<file path="src/rtl/apb_master_if.sv">
// APB requester: turns single-beat valid/ready commands into SETUP/ACCESS
// transfers and returns read data / error status on a held response port.
module apb_master_if #(
  parameter int unsigned ADDR_WIDTH = 32,
  parameter int unsigned DATA_WIDTH = 8,
  parameter int unsigned TIMEOUT    = 16
) (
  input  logic                  pclk,
  input  logic                  preset,
  input  logic                  cmd_valid,
  output logic                  cmd_ready,
  input  logic                  cmd_write,
  input  logic [ADDR_WIDTH-1:0] cmd_addr,
  input  logic [DATA_WIDTH-1:0] cmd_wdata,
  output logic                  rsp_valid,
  input  logic                  rsp_ready,
  output logic [DATA_WIDTH-1:0] rsp_rdata,
  output logic                  rsp_err,
  output logic                  rsp_timeout,
  output logic                  psel,
  output logic                  penable,
  output logic                  pwrite,
  output logic [ADDR_WIDTH-1:0] paddr,
  output logic [DATA_WIDTH-1:0] pwdata,
  input  logic [DATA_WIDTH-1:0] prdata,
  input  logic                  pready,
  input  logic                  pslverr
);

  typedef enum logic [1:0] {
    IDLE   = 2'd0,
    SETUP  = 2'd1,
    ACCESS = 2'd2,
    RESP   = 2'd3
  } state_e;

  localparam logic [7:0] WAIT_LAST = 8'(TIMEOUT - 1);

  state_e                state_q, state_d;
  logic [7:0]            wait_cnt_q, wait_cnt_d;
  logic                  pwrite_q, pwrite_d;
  logic [ADDR_WIDTH-1:0] paddr_q, paddr_d;
  logic [DATA_WIDTH-1:0] pwdata_q, pwdata_d;
  logic [DATA_WIDTH-1:0] rsp_rdata_q, rsp_rdata_d;
  logic                  rsp_err_q, rsp_err_d;
  logic                  rsp_timeout_q, rsp_timeout_d;

  // Next-state and datapath capture for the transfer sequencer
  always_comb begin
    state_d       = state_q;
    wait_cnt_d    = wait_cnt_q;
    pwrite_d      = pwrite_q;
    paddr_d       = paddr_q;
    pwdata_d      = pwdata_q;
    rsp_rdata_d   = rsp_rdata_q;
    rsp_err_d     = rsp_err_q;
    rsp_timeout_d = rsp_timeout_q;

    case (state_q)
      IDLE: begin
        if (cmd_valid) begin
          pwrite_d = cmd_write;
          paddr_d  = cmd_addr;
          pwdata_d = cmd_write ? cmd_wdata : '0;
          state_d  = SETUP;
        end
      end

      SETUP: begin
        wait_cnt_d = '0;
        state_d    = ACCESS;
      end

      ACCESS: begin
        if (pready) begin
          rsp_rdata_d   = (!pwrite_q && !pslverr) ? prdata : '0;
          rsp_err_d     = pslverr;
          rsp_timeout_d = 1'b0;
          state_d       = RESP;
        end else begin
          wait_cnt_d = wait_cnt_q + 8'd1;
          if (wait_cnt_q == WAIT_LAST) begin
            rsp_rdata_d   = '0;
            rsp_err_d     = 1'b1;
            rsp_timeout_d = 1'b1;
            state_d       = RESP;
          end
        end
      end

      RESP: begin
        if (rsp_ready) begin
          state_d = IDLE;
        end
      end

      default: state_d = IDLE;
    endcase
  end

  // State and captured-data registers with synchronous reset
  always_ff @(posedge pclk) begin
    if (preset) begin
      state_q       <= IDLE;
      wait_cnt_q    <= '0;
      pwrite_q      <= 1'b0;
      paddr_q       <= '0;
      pwdata_q      <= '0;
      rsp_rdata_q   <= '0;
      rsp_err_q     <= 1'b0;
      rsp_timeout_q <= 1'b0;
    end else begin
      state_q       <= state_d;
      wait_cnt_q    <= wait_cnt_d;
      pwrite_q      <= pwrite_d;
      paddr_q       <= paddr_d;
      pwdata_q      <= pwdata_d;
      rsp_rdata_q   <= rsp_rdata_d;
      rsp_err_q     <= rsp_err_d;
      rsp_timeout_q <= rsp_timeout_d;
    end
  end

  // Bus strobes decode directly from state so they drop on the reset edge
  always_comb begin
    cmd_ready   = (state_q == IDLE) && !preset;
    psel        = (state_q == SETUP) || (state_q == ACCESS);
    penable     = (state_q == ACCESS);
    rsp_valid   = (state_q == RESP);
    pwrite      = pwrite_q;
    paddr       = paddr_q;
    pwdata      = pwdata_q;
    rsp_rdata   = rsp_rdata_q;
    rsp_err     = rsp_err_q;
    rsp_timeout = rsp_timeout_q;
  end

endmodule

</file>
<file path="config.mk">
export PLATFORM = sky130hd
export DESIGN_NAME = apb_master_if
export DESIGN_NICKNAME = d
export VERILOG_FILES = /design/src/rtl/apb_master_if.sv
export SDC_FILE = /design/constraint.sdc
export NUM_CORES = 1
export LEC_CHECK = 0
export BUFFER_PORTS_ARGS = -buffer_cell sky130_fd_sc_hd__buf_2
export CORE_ASPECT_RATIO = 1.75
export CORE_MARGIN = 2
export CORE_UTILIZATION = 41
export CTS_CLUSTER_SIZE = 8
export DETAILED_ROUTE_END_ITERATION = 12
export MAX_ROUTING_LAYER = met4
export PLACE_DENSITY = 0.84
export SYNTH_ARGS = -nofsm -noshare
export SYNTH_HDL_FRONTEND = slang
export SYNTH_SLANG_ARGS = --single-unit
</file>
<file path="constraint.sdc">
create_clock -name pclk -period 1.6 [get_ports pclk]
set_clock_uncertainty 0.1 [all_clocks]
set_input_delay 0.16 -clock pclk [delete_from_list [all_inputs] [get_ports pclk]]
set_output_delay 0.16 -clock pclk [all_outputs]
set_load 0.05 [all_outputs]
</file>
==> run summary, run 1 <==
Syn avg cell area - 8.45 sq um
Final WL - 7.64 mm
EDFF count, synth - 0
RSZ-0062 raised after global routing - true
Initial antenna violation count - 0
Wire per inst - 14.7 um
WHS - 0.800 ps
CP startpoint kind - flip-flop
Flop2flop setup slack - 20 ps
Post-synthesis cell area - 2330 sq um
Number of global-route vias before repair - 2626
Worst EP arrival - 1760 ps
Post-synthesis register bit count - 61
Final Cycle Share - 98.6%
HP Start - cmd_wdata[3]
Critical Path End Type - flip-flop
Syn Nets - 336
Worst-Margin Slew - 341 ps
Total Nets Final - 500
Status - finished, final reports clean
Maximum clock rate - 634 MHz
Share of flip-flops with an asynchronous set or reset - 0%
First-pass GRT wire length - 11.9 mm
Die span in y - 104 um
Synth Flop Type - dfxtp_1
Relative slew slack - 77.0%
R2r worst-path depth - 6
Final Setup Violations - 0
PD cells - 1560 nW/um^2
Routed vias/inst - 5.11
WHS Path Cells - 3
CP Class - reg -> reg
DRC viols - 0
CP required - 1780 ps
Ant. Diodes - 0
Die Footprint - 6330 sq um
CTS tree - yes
Synth cell types - 36
Synth warnings - 0
Initial core utilization - 42.1%
Clock transition at path regs - 60 ps
Die X-Extent - 61.0 um
GP Congestion - 0.758
Share of layout cells above drive strength 1 - 35.4%
Core ar. - 5540 sq um
Static leakage - 1.71 nW
Place WS - -10.6 ps
Rows - 36
DR iter-0 viols - 129
Hold Path Sink - pwdata[3]
Fin. Hold Viols - 0
Setup Total Neg Slack - 0 ps
First drt pass iteration count - 5
P&R area growth vs syn - 62.0%
H-tree depth - 3
Post-Synthesis Cells - 276
R2r endpoint - wait_cnt_q[7]
I/O pin count - 110
Total power draw - 0.00589 W
ANT nets after route - 0
Clk Latency, worst-skew pair - 350 ps
CP max FO - 4
Final worst slack - 21.8 ps
Worst Hold Class - in -> reg
CTS Buf Count - 9
Crit. Startpoint - state_q[0]
Port Buf Inserts - 109
Worst vdd ir - 0.983 mV
Max Transition Viols Final - 0
Root Driver - clkbuf_8
Pin count of the biggest net entering global routing - 42
Gr usage total - 25.7%
Vias - 2654
Maxcap violations - 0
Remaining Overflow, GRT - 0
Register area share after synthesis - 52.3%
Clk buf depth - 2
HPWL after detailed placement - 4.17 mm
Worst reg2reg path startpoint - state_q[0]
Period minus WS final - 1580 ps
CTS Sinks - 61
-- critical path: stages (launching register included) --
cell	delay [ps]
dfxtp_2	350
inv_4	70
ha_4	140
nor2b_4	170
nand3_2	110
or4_4	440
a21oi_2	130
-- metal layers --
| metal | share of wire (%) | GRT usage (%) | up-vias | wire [um] |
|---|---|---|---|---|
| met5 | 0 | - | - | 0 |
| met4 | 2.7 | 14.8 | 0 | 209 |
| met3 | 8.2 | 4.99 | 23 | 627 |
| met2 | 51 | 40.0 | 143 | 3900 |
| met1 | 38 | 29.4 | 1228 | 2910 |
| li1 | - | - | 1260 | - |
-- where the power goes --
part	internal, W	leakage [nW]	switching [W]
registers	0.00176	0.499	0.000155
logic	0.000796	1.11	0.00175
clock network	0.000831	0.102	0.000592
-- stage by stage --
| stage | instance area, sq um | instances | utilization [%] |
|---|---|---|---|
| after floorplan | 2350 | 276 | - |
| after global placement | 3020 | 454 | 54.5 |
| after detailed placement | 3020 | 454 | 54.5 |
| after CTS | 3730 | 517 | 67.3 |
| after global routing | 3780 | 519 | 68.2 |
| final | 3780 | 519 | 68.2 |
-- layout make-up --
type / count / area, sq um
Sequential cell: 61 / 1230
Timing Repair Buffer: 170 / 1160
Clock buffer: 13 / 169
Fill cell: 385 / 1760
Multi-Input combinational cell: 194 / 1080
Clock inverter: 1 / 30.0
Inverter: 4 / 17.5
Tap cell: 76 / 95.1
-- cells by family (layout without fill, tap and decap cells) --
group / count (synthesis) / after routing / synth area share [%]
XOR/XNOR: 1 / 1 / 0.375
multiplexers: 1 / 1 / 0.483
AND/OR/NAND/NOR: 117 / 117 / 22.4
buffers and inverters: 21 / 188 / 3.70
AO/OA/AOI/OAI: 70 / 70 / 18.0
adder cells (fa/ha/maj): 5 / 5 / 2.68
flip-flops: 61 / 61 / 52.3
-- registers in the layout (all words and copies together) (netlist names) --
name,count
paddr,32
rsp_timeout,1
rsp_rdata,8
wait_cnt_q,8
pwdata,8
rsp_err,1
pwrite,1
state_q,2
-- how the worst max path moves through the flow --
stage	endpoint	cells past startpoint
floorplan	wait_cnt_q[7]	7
global placement	state_q[1]	4
detailed placement	state_q[1]	4
CTS	cmd_ready	5
global route	wait_cnt_q[7]	6
finish	wait_cnt_q[7]	6
-- what timing repair did --
item,in CTS,in global routing
hold buffers,47,0
setup endpoints to repair,9,18
gates resized for setup,8,12
endpoints found under the hold margin,47,0
setup buffers,2,2
pin swaps,2,1
-- synth_stat cells, types with 2 or more instances --
library cell / instances / share of area [%]
nor2_1: 9 / 1.4
ha_1: 5 / 2.7
a22o_1: 8 / 3.0
buf_1: 2 / 0.32
nand2b_1: 3 / 0.80
or4_1: 2 / 0.64
or3_1: 2 / 0.54
nand2_1: 79 / 13
o211ai_1: 2 / 0.64
dfxtp_1: 61 / 52
o21ai_0: 3 / 0.64
nand3_1: 10 / 2.1
o311ai_0: 2 / 0.75
clkbuf_1: 14 / 2.3
a21oi_1: 50 / 11
inv_1: 4 / 0.64
-- cells in the final DEF, fill, tap and decap left out, types with 2 or more instances in the layout --
cell type / count
o21ai_0: 3
nand2b_1: 3
nand3_1: 9
inv_1: 2
ha_1: 2
dfxtp_2: 2
clkbuf_8: 12
nor2_1: 8
ha_4: 2
o211ai_1: 2
or3_1: 2
dlygate4sd3_1: 47
nand2_1: 79
a22o_1: 8
buf_4: 14
a21oi_1: 49
buf_2: 106
buf_12: 2
nand3_2: 2
dfxtp_1: 58
No activity file was read; power rests on OpenSTA's default activity.
==> inputs of run 2 (changes only) <==
CORE_ASPECT_RATIO = 1.5   (was 1.75)
CORE_UTILIZATION = 46   (was 41)
PLACE_DENSITY = 0.88   (was 0.84)
clock period = 1.54 ns   (was 1.6 ns; I/O delays follow)
==> run 2 against run 1 <==
  * The flow now finishes with violations (setup timing)
  * Highest routed layer unchanged
  * Critical path type unchanged
  * Final cell count is 0.19% lower
  * Fmax increased by 0.98%
  * Critical endpoint unchanged
  * Worst setup slack worse by 45 ps
  * Largest cell class unchanged
  * Sequential share of layout area shrank 0.33 points
  * Core utilization increased by 11 points
==> run summary, run 2 (same netlist as run 1, synthesis figures left out) <==
Status - finished with violations (was finished, final reports clean)
Violated checks - setup timing
Reg area - 1240 sq um (was 1230 sq um)
First drt pass iteration count - 4 (was 5)
Worst-Margin Slew - 357 ps (was 341 ps)
Worst vdd ir - 1.06 mV (was 0.983 mV)
Critical Path Max Stage Delay - 420 ps (was 440 ps)
Flop2flop setup slack - -20 ps (was 20 ps)
Crit-path slowest cell - or4_1 (was or4_4)
Initial core utilization - 48.1% (was 42.1%)
Post-route cell area - 3850 sq um (was 3780 sq um)
Worst Hold Class - in -> reg (unchanged)
Worst EP arrival - 1730 ps (was 1760 ps)
Layout Cells excl Fill - 518 (was 519)
Critical Path End Type - flip-flop (unchanged)
Final Setup Violations - 2 (was 0)
Post-Place Cells - 448 (was 454)
Root Driver - clkbuf_8 (unchanged)
Met2 Usage GRT - 53.0% (was 40.0%)
CP max FO - 5 (was 4)
CP Class - reg -> reg (unchanged)
Place WS - -69.6 ps (was -10.6 ps)
CP required - 1710 ps (was 1780 ps)
Clk buf depth - 2 (unchanged)
Rows - 31 (was 36)
Initial antenna violation count - 0 (unchanged)
PD cells - 1590 nW/um^2 (was 1560 nW/um^2)
Gr usage total - 29.1% (was 25.7%)
Remaining Overflow, GRT - 0 (unchanged)
Die span in y - 91.2 um (was 104 um)
Worst reg2reg path startpoint - state_q[0] (unchanged)
Die X-Extent - 62.2 um (was 61.0 um)
Static leakage - 1.74 nW (was 1.71 nW)
CTS Buf Count - 9 (unchanged)
Final WL - 7.69 mm (was 7.64 mm)
DRC viols - 0 (unchanged)
Maxcap violations - 0 (unchanged)
Most frequent cells in the layout - buf_2 (107), nand2_1 (79), dfxtp_1 (55) (was buf_2 (106), nand2_1 (79), dfxtp_1 (58))
Die Footprint - 5670 sq um (was 6330 sq um)
CTS Sinks - 61 (unchanged)
RSZ-0062 raised after global routing - true (unchanged)
Fin. Hold Viols - 0 (unchanged)
Clk Latency, worst-skew pair - 340 ps (was 350 ps)
Multi-input logic area - 1110 sq um (was 1080 sq um)
Routing usage on met1 - 27.8% (was 29.4%)
Pin count of the biggest net entering global routing - 42 (unchanged)
GR Util met3 - 7.81% (was 4.99%)
Core ar. - 4850 sq um (was 5540 sq um)
Number of global-route vias before repair - 2758 (was 2626)
Layout fillers - 313 (was 385)
Relative slew slack - 76.2% (was 77.0%)
CTS tree - yes (unchanged)
Period minus WS final - 1560 ps (was 1580 ps)
CP startpoint kind - flip-flop (unchanged)
Total Nets Final - 508 (was 500)
Port Buf Inserts - 109 (unchanged)
Crit path cell chain - inv_4 -> ha_4 -> nor2b_4 -> nand3_2 -> or4_1 -> a21oi_1 (was inv_4 -> ha_4 -> nor2b_4 -> nand3_2 -> or4_4 -> a21oi_2)
Max Transition Viols Final - 0 (unchanged)
Global route hottest layer - met2 (unchanged)
Clock transition at path regs - 70 ps (was 60 ps)
First-pass GRT wire length - 12.5 mm (was 11.9 mm)
Maximum clock rate - 640 MHz (was 634 MHz)
Max reg flops - 32 (unchanged)
ANT nets after route - 0 (unchanged)
Final worst slack - -22.8 ps (was 21.8 ps)
P&R area growth vs syn - 64.9% (was 62.0%)
Vias - 2663 (was 2654)
Most common cell after layout, fill and taps aside - buf_2 (unchanged)
Final Cycle Share - 101% (was 98.6%)
Routed vias/inst - 5.14 (was 5.11)
Wire per inst - 14.9 um (was 14.7 um)
Ant. Diodes - 0 (unchanged)
Post-DP Area - 3040 sq um (was 3020 sq um)
HPWL after detailed placement - 4.23 mm (was 4.17 mm)
Crit. Startpoint - state_q[0] (unchanged)
GP Congestion - 0.884 (was 0.758)
DR iter-0 viols - 144 (was 129)
Share of layout cells above drive strength 1 - 37.6% (was 35.4%)
I/O pin count - 110 (unchanged)
H-tree depth - 3 (unchanged)
HP Start - cmd_write (was cmd_wdata[3])
## run 2: changes by cell type in the layout (fill, tap and decap cells not counted), sizes merged
cell         previous run  this run
dlygate4sd3            47        48
clkinv                  0         3
clkbuf                 13        10
buf                   123       130
clkinvlp                0         1
## run 2: through the flow
stage                     total power [W]  hold slack (ps)  TNS, ps  util, %
after floorplan                   0.00379              154     -323        -
after global placement            0.00436              273        0     62.6
after detailed placement          0.00441              275     -328     62.6
after CTS                         0.00599             28.6    -30.9     78.6
after global routing              0.00639             53.7     -377     79.4
final                             0.00611             47.1    -30.4     79.4
## run 2: per-layer routing
layer / routed length (um) / vias up / part of all wire (%)
li1: - / 1283 / -
met1: 2740 / 1223 / 36
met3: 418 / 39 / 5.4
met5: 0 / - / 0
met2: 4190 / 118 / 54
met4: 348 / 0 / 4.5
## run 2: layout make-up
cell class	instances	share of cell area, %
sequential	61	32.1
tap	66	2.15
inverter	4	0.520
timing repair buffer	178	31.7
multi-input combinational	194	28.8
clock buffer	10	3.32
clock inverter	5	1.37
## run 2: repair_timing
item                                    CTS  global route
endpoints found under the setup margin   12            15
pin swaps                                 3             6
endpoints found under the hold margin    48             0
setup buffers                             6             1
gates resized for setup                  19            13
hold buffers                             48             0
## run 2: worst paths after layout
kind / end / cells past startpoint
worst max-delay path: wait_cnt_q[7] / 6
worst max register to register: wait_cnt_q[7] / 6
worst min-delay path: pwrite / 3
worst min register to register: rsp_err / 2
## run 2: report_power, final
| part | internal, W | switching (W) | leakage (nW) |
|---|---|---|---|
| combinational | 0.000910 | 0.00184 | 1.15 |
| clock | 0.000730 | 0.000623 | 0.0919 |
| sequential | 0.00184 | 0.000164 | 0.501 |
| total | 0.00348 | 0.00263 | 1.74 |
## run 2: worst max-delay path, delay by kind of cell, from the launching register on
| family | cells | cell delay [ps] |
|---|---|---|
| flops | 1 | 370 |
| compound gates | 1 | 130 |
| fa+ha+maj | 1 | 160 |
| buf+inv | 1 | 70 |
| simple gates | 3 | 670 |
==> inputs of run 3 (changes only) <==
CORE_UTILIZATION = 49   (was 46)
PLACE_DENSITY = 0.93   (was 0.88)
RECOVER_POWER = 50   (was default)
clock period = 1.9 ns   (was 1.54 ns; I/O delays follow)
==> run 3 against run 2 <==
  * The flow now finishes without violations
  * Routed wire length fell by 4.7%
  * Sequential cell count did not move
  * Worst setup slack improved by 150 ps
  * Fmax fell by 12%
  * Global-route usage rose by 0.54 points
  * Register-to-register slack improved by 150 ps
==> run summary, run 3 (same netlist as run 1, synthesis figures left out) <==
Critical Path End Type - flip-flop (unchanged)
DRC viols - 0 (unchanged)
Setup Total Neg Slack - 0 ps (was -30.4 ps)
Core ar. - 4540 sq um (was 4850 sq um)
Number of global-route vias before repair - 2477 (was 2758)
Die X-Extent - 60.3 um (was 62.2 um)
CP required - 2070 ps (was 1710 ps)
Post-Place Cells - 436 (was 448)
Worst Hold Class - in -> reg (unchanged)
Period minus WS final - 1770 ps (was 1560 ps)
Clk buf depth - 2 (unchanged)
ANT nets after route - 0 (unchanged)
Initial antenna violation count - 0 (unchanged)
Static leakage - 1.37 nW (was 1.74 nW)
First-pass GRT wire length - 11.4 mm (was 12.5 mm)
First drt pass iteration count - 4 (unchanged)
Maximum clock rate - 565 MHz (was 640 MHz)
Relative slew slack - 54.2% (was 76.2%)
Gates resized, CTS repair - 0 (was 19)
Total Nets Final - 479 (was 508)
Rows - 30 (was 31)
Die span in y - 88.5 um (was 91.2 um)
Max Transition Viols Final - 0 (unchanged)
Maxcap violations - 0 (unchanged)
Status - finished, final reports clean (was finished with violations)
Worst EP arrival - 1940 ps (was 1730 ps)
Clock transition at path regs - 70 ps (about the same)
CP Class - reg -> reg (unchanged)
CTS Buf Count - 9 (unchanged)
Routed vias/inst - 5.26 (was 5.14)
Vias - 2568 (was 2663)
Fin. Hold Viols - 0 (unchanged)
Die Footprint - 5340 sq um (was 5670 sq um)
GP Congestion - 0.863 (was 0.884)
Port Buf Inserts - 109 (unchanged)
Flop2flop setup slack - 130 ps (was -20 ps)
Most common cell after layout, fill and taps aside - nand2_1 (was buf_2)
Final Cycle Share - 93.2% (was 101%)
Layout Cells excl Fill - 488 (was 518)
PD cells - 1340 nW/um^2 (was 1590 nW/um^2)
Final WL - 7.33 mm (was 7.69 mm)
Remaining Overflow, GRT - 0 (unchanged)
Share of layout cells above drive strength 1 - 20.5% (was 37.6%)
CTS Sinks - 61 (unchanged)
Final Setup Violations - 0 (was 2)
CP startpoint kind - flip-flop (unchanged)
Worst-Margin Slew - 690 ps (was 357 ps)
RSZ-0062 raised after global routing - false (was true)
Ant. Diodes - 0 (unchanged)
Pin count of the biggest net entering global routing - 46 (was 42)
Initial core utilization - 51.4% (was 48.1%)
Clk Latency, worst-skew pair - 340 ps (about the same)
HPWL after detailed placement - 4.12 mm (was 4.23 mm)
Worst vdd ir - 0.839 mV (was 1.06 mV)
CP max FO - 7 (was 5)
Max reg flops - 32 (unchanged)
Most frequent cells in the layout - nand2_1 (79), dfxtp_1 (61), buf_2 (58) (was buf_2 (107), nand2_1 (79), dfxtp_1 (55))
P&R area growth vs syn - 45.3% (was 64.9%)
Root Driver - clkbuf_8 (unchanged)
CTS tree - yes (unchanged)
I/O pin count - 110 (unchanged)
Gr usage total - 29.7% (was 29.1%)
Wire per inst - 15.0 um (was 14.9 um)
DR iter-0 viols - 134 (was 144)
H-tree depth - 3 (unchanged)
==> run 3: worst paths after layout <==
kind,startpoint,end,cells after the start
max,state_q[0],wait_cnt_q[7],6
min,cmd_addr[0],paddr[0],3
max reg2reg,state_q[0],wait_cnt_q[7],6
min reg2reg,rsp_err,rsp_err,2
==> run 3: routing by layer <==
metal / up-vias / global-route usage [%] / part of all wire (%)
li1: 1221 / - / -
met1: 1176 / 34.0 / 39
met2: 150 / 48.6 / 51
met3: 21 / 8.33 / 7.8
met4: 0 / 10.9 / 2.4
met5: - / - / 0
==> run 3: cell type report <==
| cell class | instances | area, sq um |
|---|---|---|
| well taps | 64 | 80.1 |
| inverters | 4 | 15.0 |
| clock buffers | 11 | 131 |
| repair buffers | 149 | 877 |
| clock inverters | 5 | 27.5 |
| flip-flops and latches | 61 | 1220 |
| fillers | 327 | 1150 |
| multi-input cells | 194 | 1040 |
==> run 3: critical path, cell delays in order, from the launching register on <==
cell and delay (ps):
dfxtp_1 330, inv_1 130, ha_4 190, nor2b_4 200, nand3_2 110, or4_1 490, a21oi_1 150
==> run 3: per-stage QoR <==
stage               setup slack (ps)  hold slack, ps  cell area [sq um]  total power (W)  utilization, %
global route                    26.2            9.55               3390          0.00475            74.7
detailed placement               109             314               2940          0.00350            64.8
finish                           130            20.1               3390          0.00454            74.7
global placement                 207             308               2940          0.00345            64.8
CTS                              106            1.47               3430          0.00449            75.6
floorplan                       65.4             190               2350          0.00306               -
==> run 3: where the power goes <==
group          internal (W)  switching (W)
clock              0.000464       0.000486
sequential          0.00148       0.000130
combinational      0.000524        0.00146
==> run 3: timing repair <==
action | 4_1_cts | 5_1_grt
setup endpoints to repair | 0 | 1
hold buffers | 33 | 0
setup buffers | 0 | 3
hold endpoints to repair | 33 | 0
